File: config.mk
export PLATFORM = sky130hd
export DESIGN_NAME = reg_wb_arbiter
export DESIGN_NICKNAME = d
export VERILOG_FILES = /design/src/rtl/reg_wb_arbiter_pkg.sv /design/src/rtl/reg_wb_arbiter_arb.sv /design/src/rtl/reg_wb_arbiter.sv
export SDC_FILE = /design/constraint.sdc
export NUM_CORES = 1
export LEC_CHECK = 0
export BUFFER_PORTS_ARGS = -buffer_cell sky130_fd_sc_hd__buf_2
export CAP_MARGIN = 20
export CORE_ASPECT_RATIO = 1.75
export CORE_MARGIN = 2
export CORE_UTILIZATION = 39
export CTS_CLUSTER_DIAMETER = 30
export DETAILED_ROUTE_END_ITERATION = 7
export PLACE_DENSITY = 0.77
export SYNTH_ARGS = -nofsm -noshare
export SYNTH_HDL_FRONTEND = slang
export SYNTH_SLANG_ARGS = --single-unit
File: constraint.sdc
create_clock -name clk -period 1.05 [get_ports clk]
set_input_delay 0.21 -clock clk [delete_from_list [all_inputs] [get_ports clk]]
set_output_delay 0.21 -clock clk [all_outputs]
set_load 0.01 [all_outputs]
File: src/rtl/reg_wb_arbiter_pkg.sv
// Shared constants and writeback request bundle for the
// register-file writeback arbiter.
package reg_wb_arbiter_pkg;

    localparam int DATA_W = 16;
    localparam int ADDR_W = 3;
    localparam int NREG   = 2 ** ADDR_W;

    localparam int REQ_ALU = 0;
    localparam int REQ_LD  = 1;

    typedef struct packed {
        logic [ADDR_W-1:0] addr;
        logic [DATA_W-1:0] data;
    } wb_req_t;

    function automatic logic onehot0(input logic [1:0] v);
        return (v & (v - 2'd1)) == 2'b00;
    endfunction

endpackage

File: src/rtl/reg_wb_arbiter_arb.sv
// Two-input writeback arbiter; round robin when WB_ROUND_ROBIN_EN
// is defined, otherwise the load requester wins every tie.
module wb_rr_arb (
    input  logic       clk,
    input  logic       rst,
    input  logic [1:0] valid,
    output logic [1:0] grant
);

`ifdef WB_ROUND_ROBIN_EN
    // 1 means requester 1 won the most recent transfer
    logic last_grant;

    always_ff @(posedge clk) begin
        if (rst) begin
            last_grant <= 1'b1;
        end else if (|grant) begin
            last_grant <= grant[1];
        end
    end

    always_comb begin
        grant = 2'b00;
        unique case (valid)
            2'b11:   grant = last_grant ? 2'b01 : 2'b10;
            2'b01:   grant = 2'b01;
            2'b10:   grant = 2'b10;
            default: grant = 2'b00;
        endcase
    end
`else
    logic unused_clk_rst;
    assign unused_clk_rst = clk ^ rst;

    always_comb begin
        grant = 2'b00;
        unique case (valid)
            2'b11:   grant = 2'b10;
            2'b01:   grant = 2'b01;
            2'b10:   grant = 2'b10;
            default: grant = 2'b00;
        endcase
    end
`endif

endmodule

File: src/rtl/reg_wb_arbiter.sv
// Writeback port arbiter, busy scoreboard and read-hazard detect.
// Tie policy selected by WB_ROUND_ROBIN_EN (see wb_rr_arb).
module reg_wb_arbiter
    import reg_wb_arbiter_pkg::*;
(
    input  logic              clk,
    input  logic              rst,
    input  logic              req0_valid,
    input  logic [ADDR_W-1:0] req0_addr,
    input  logic [DATA_W-1:0] req0_data,
    output logic              req0_ready,
    input  logic              req1_valid,
    input  logic [ADDR_W-1:0] req1_addr,
    input  logic [DATA_W-1:0] req1_data,
    output logic              req1_ready,
    input  logic              iss_valid,
    input  logic [ADDR_W-1:0] iss_addr,
    input  logic [ADDR_W-1:0] rd0_addr,
    input  logic [ADDR_W-1:0] rd1_addr,
    output logic              hazard,
    output logic              wr_en,
    output logic [ADDR_W-1:0] wr0_addr,
    output logic [DATA_W-1:0] wr0_data,
    output logic [NREG-1:0]   busy
);

    wb_req_t     req [2];
    wb_req_t     sel;
    logic [1:0]  req_valid;
    logic [1:0]  grant;
    logic        xfer;
    logic        wr_en_q;
    logic [NREG-1:0] busy_nxt;

    assign req[REQ_ALU] = '{addr: req0_addr, data: req0_data};
    assign req[REQ_LD]  = '{addr: req1_addr, data: req1_data};

    // Reset masks requests so nothing is accepted while it is held
    assign req_valid[REQ_ALU] = req0_valid & ~rst;
    assign req_valid[REQ_LD]  = req1_valid & ~rst;

    wb_rr_arb u_arb (
        .clk   (clk),
        .rst   (rst),
        .valid (req_valid),
        .grant (grant)
    );

    assign req0_ready = grant[REQ_ALU];
    assign req1_ready = grant[REQ_LD];
    assign xfer       = |grant;

    always_comb begin
        sel = '0;
        unique case (1'b1)
            grant[REQ_ALU]: sel = req[REQ_ALU];
            grant[REQ_LD]:  sel = req[REQ_LD];
            default:        sel = '0;
        endcase
    end

    always_ff @(posedge clk) begin
        if (rst) begin
            wr_en_q  <= 1'b0;
            wr0_addr <= '0;
            wr0_data <= '0;
        end else begin
            wr_en_q <= xfer;
            if (xfer) begin
                wr0_addr <= sel.addr;
                wr0_data <= sel.data;
            end
        end
    end

    // A write still in flight when reset arrives never reaches the file
    assign wr_en = wr_en_q & ~rst;

    // Set is applied after clear so a fresh issue keeps the bit busy
    always_comb begin
        busy_nxt = busy;
        if (wr_en) begin
            busy_nxt[wr0_addr] = 1'b0;
        end
        if (iss_valid) begin
            busy_nxt[iss_addr] = 1'b1;
        end
    end

    always_ff @(posedge clk) begin
        if (rst) begin
            busy <= '0;
        end else begin
            busy <= busy_nxt;
        end
    end

    assign hazard = busy[rd0_addr] | busy[rd1_addr];

    always_comb begin
        assert (onehot0(grant));
        assert ((grant & ~req_valid) == 2'b00);
    end

endmodule

==> flow_summary.json <==
{
  "grt_max_degree": 22,
  "hold_path_class": "primary input to flip-flop",
  "fill_cells": 288,
  "drc_errors": 0,
  "yosysWarnings": 0,
  "skew_ps": 4.38,
  "grt_pass1_wl_um": 5950,
  "critPathLaunchType": "flip-flop",
  "final_core_util": 0.638,
  "antenna_cells": 0,
  "cap_viol_max_count": 0,
  "final_cells": 280,
  "power_leakage_uw": 0.00108,
  "row_count": 28,
  "clk_latency_ps": 270,
  "cts_tree": "done",
  "multiInputGateArea_um2": 823,
  "critPathMaxFanout": 3,
  "core_area_mm2": 0.00343,
  "hpwl_um": 2900,
  "power_density_mw_per_mm2": 1190,
  "hold_viol": 0,
  "io_pins": 83,
  "synth-compound-area-share": 0.0605,
  "syn_inst": 138,
  "gr-total-overflow": 0,
  "ff_latch_area_um2": 581,
  "postSynth.asyncResetShare": 0,
  "placedCellCount": 269,
  "cp.required_ps": 840,
  "rsz0062_at_grt": "true",
  "period_share": 1.55,
  "synth_edf_count": 0,
  "via_count": 1381,
  "synth_xor_area_frac": 0,
  "synth_top_area_cell": "dfxtp_1",
  "crit_type": "flip-flop to output pin",
  "synth_area_leaders": "dfxtp_1 (40%), mux2_2 (15%), mux2i_1 (15%), mux4_1 (7.5%), nor2_1 (5.9%)",
  "drt_first_pass_iters": 4,
  "drive_above_1_share": 0.626,
  "tightest_slew_ps": 246,
  "synth_most_common_cell": "dfxtp_1",
  "synth_cell_types": 18,
  "grt_pass1_vias": 1394,
  "endpoint_kind": "output pin",
  "port_buffers": 82,
  "wl_per_cell_um": 13.4,
  "synth_simple_gate_area_frac": 0.139,
  "setup_viol": 7,
  "fp.dieW_um": 49.4,
  "yosysTopAreaCellShare": 0.399,
  "synth.net_count": 190,
  "syn2layout_area_growth_pct": 55.7,
  "status": "finished with violations",
  "cts_buffers": 3,
  "ys_ff_latch": 28,
  "arrival_ps": 1420,
  "violations": "negative setup slack",
  "grt_use_total": 0.180,
  "fmax_ghz": 0.613,
  "fin_nets": 288,
  "syn_avg_cell_area_um2": 10.2,
  "dominantRegCellSynth": "dfxtp_1",
  "drtIter0Drc": 15,
  "synth_mux_area_frac": 0.376,
  "finalSetupTns_ps": -883,
  "synthTopCellsByCount": "dfxtp_1 (28), nor2_1 (22), mux2i_1 (21)",
  "clock-root-buffer": "clkbuf_8",
  "syn_area_mm2": 0.00141,
  "synth_seq_area_share": 0.399,
  "wirelength_um": 3760,
  "cts_htree_levels": 1,
  "min_period_ps": 1630,
  "synth_top_family_by_area": "multiplexers",
  "fin_ws_ps": -581,
  "antenna_found_initial": 0,
  "finalPower_uw": 2600,
  "via_per_inst": 4.93,
  "relSlewSlack": 0.836,
  "slew_violations": 0,
  "vdd.ir_drop.worst_uv": 1110,
  "hold_buffers": 0,
  "routabilityCongestion": 0.807,
  "postRouteAntennaNets": 0,
  "die_area_mm2": 0.00412,
  "ctsLongestPathBuffers": 2,
  "die_h_um": 83.4,
  "synthAdderAreaFrac": 0,
  "clkTransAtPathRegs_ps": 100,
  "start_util": 0.410,
  "clock-sinks": 28
}
-- metrics by stage --
stage,hold WS [ps],worst slack (ps),instance area (um2)
global placement,446,-296,1950
floorplan,350,-164,1410
finish,162,-581,2190
detailed placement,452,-326,1950
CTS,160,-577,2110
global route,166,-625,2190
-- placed cells by master (no fill, tap or decap) --
cell type and instances:
a21oi_1 7, a21oi_2 1, buf_12 2, buf_2 74, buf_4 9, buf_6 16
bufinv_16 1, clkbuf_8 3, dfxtp_1 16, dfxtp_2 10, dfxtp_4 2, mux2_2 19
mux2i_1 21, mux4_2 4, nand2_1 5, nand2b_1 2, nand3_1 4, nand3b_1 1
nand4_1 1, nor2_1 22, nor2b_1 5, nor3b_2 1, o21ai_0 1, o21ai_1 3
o21ai_2 2, o31ai_2 2, or3b_4 1
-- power by group --
group	switching [uW]	leakage [uW]	internal, uW	total (uW)
combinational	244	0.000803	331	575
clock	334	0.0000357	510	844
sequential	46.3	0.000237	1130	1180
total	624	0.00108	1970	2600
-- state kept, by name, indices dropped and copies added (netlist names) --
register,cells
busy,8
wr0_addr,3
wr0_data,16
wr_en_q,1
-- worst max-delay path, stage by stage (launching register included) --
cell and delay (ps):
dfxtp_2 340, mux4_2 460, mux2i_1 150, nand2_1 60, buf_2 130
-- path summary, 6_finish.rpt --
path           startpoint  cells past startpoint  slack, ps          end
max               busy[7]                      4       -580       hazard
min          req1_data[3]                      3        160  wr0_data[3]
max reg2reg       wr_en_q                      3       -120      busy[0]
min reg2reg       busy[3]                      2        500      busy[3]
-- cells by family (layout without fill, tap and decap cells) --
group                  after synthesis  in the layout
AND/OR/NAND/NOR                     42             42
flip-flops                          28             28
AO/OA/AOI/OAI                       16             16
multiplexers                        44             44
buffers and inverters                8            105
-- layout make-up --
type,instances,share of cell area
Clock buffer,3,0.0189
Clock inverter,1,0.0137
Multi-Input combinational cell,102,0.376
Sequential cell,28,0.265
Tap cell,45,0.0257
Timing Repair Buffer,101,0.301
-- routing by layer --
metal  track usage  routed length [um]  vias up  share of wire
li1              -                   -      684              -
met3        0.0414                 262        4          0.070
met4        0.0783                  35        0         0.0093
met1         0.177                1340      630           0.36
met2         0.343                2120       63           0.56
met5             0                   0        -              0
-- repair_timing --
action,4_1_cts,5_1_grt
endpoints found under the setup margin,12,19
setup buffers,3,5
gates resized for setup,17,15
pin swaps,5,2
(Power assumes the default switching activity.)
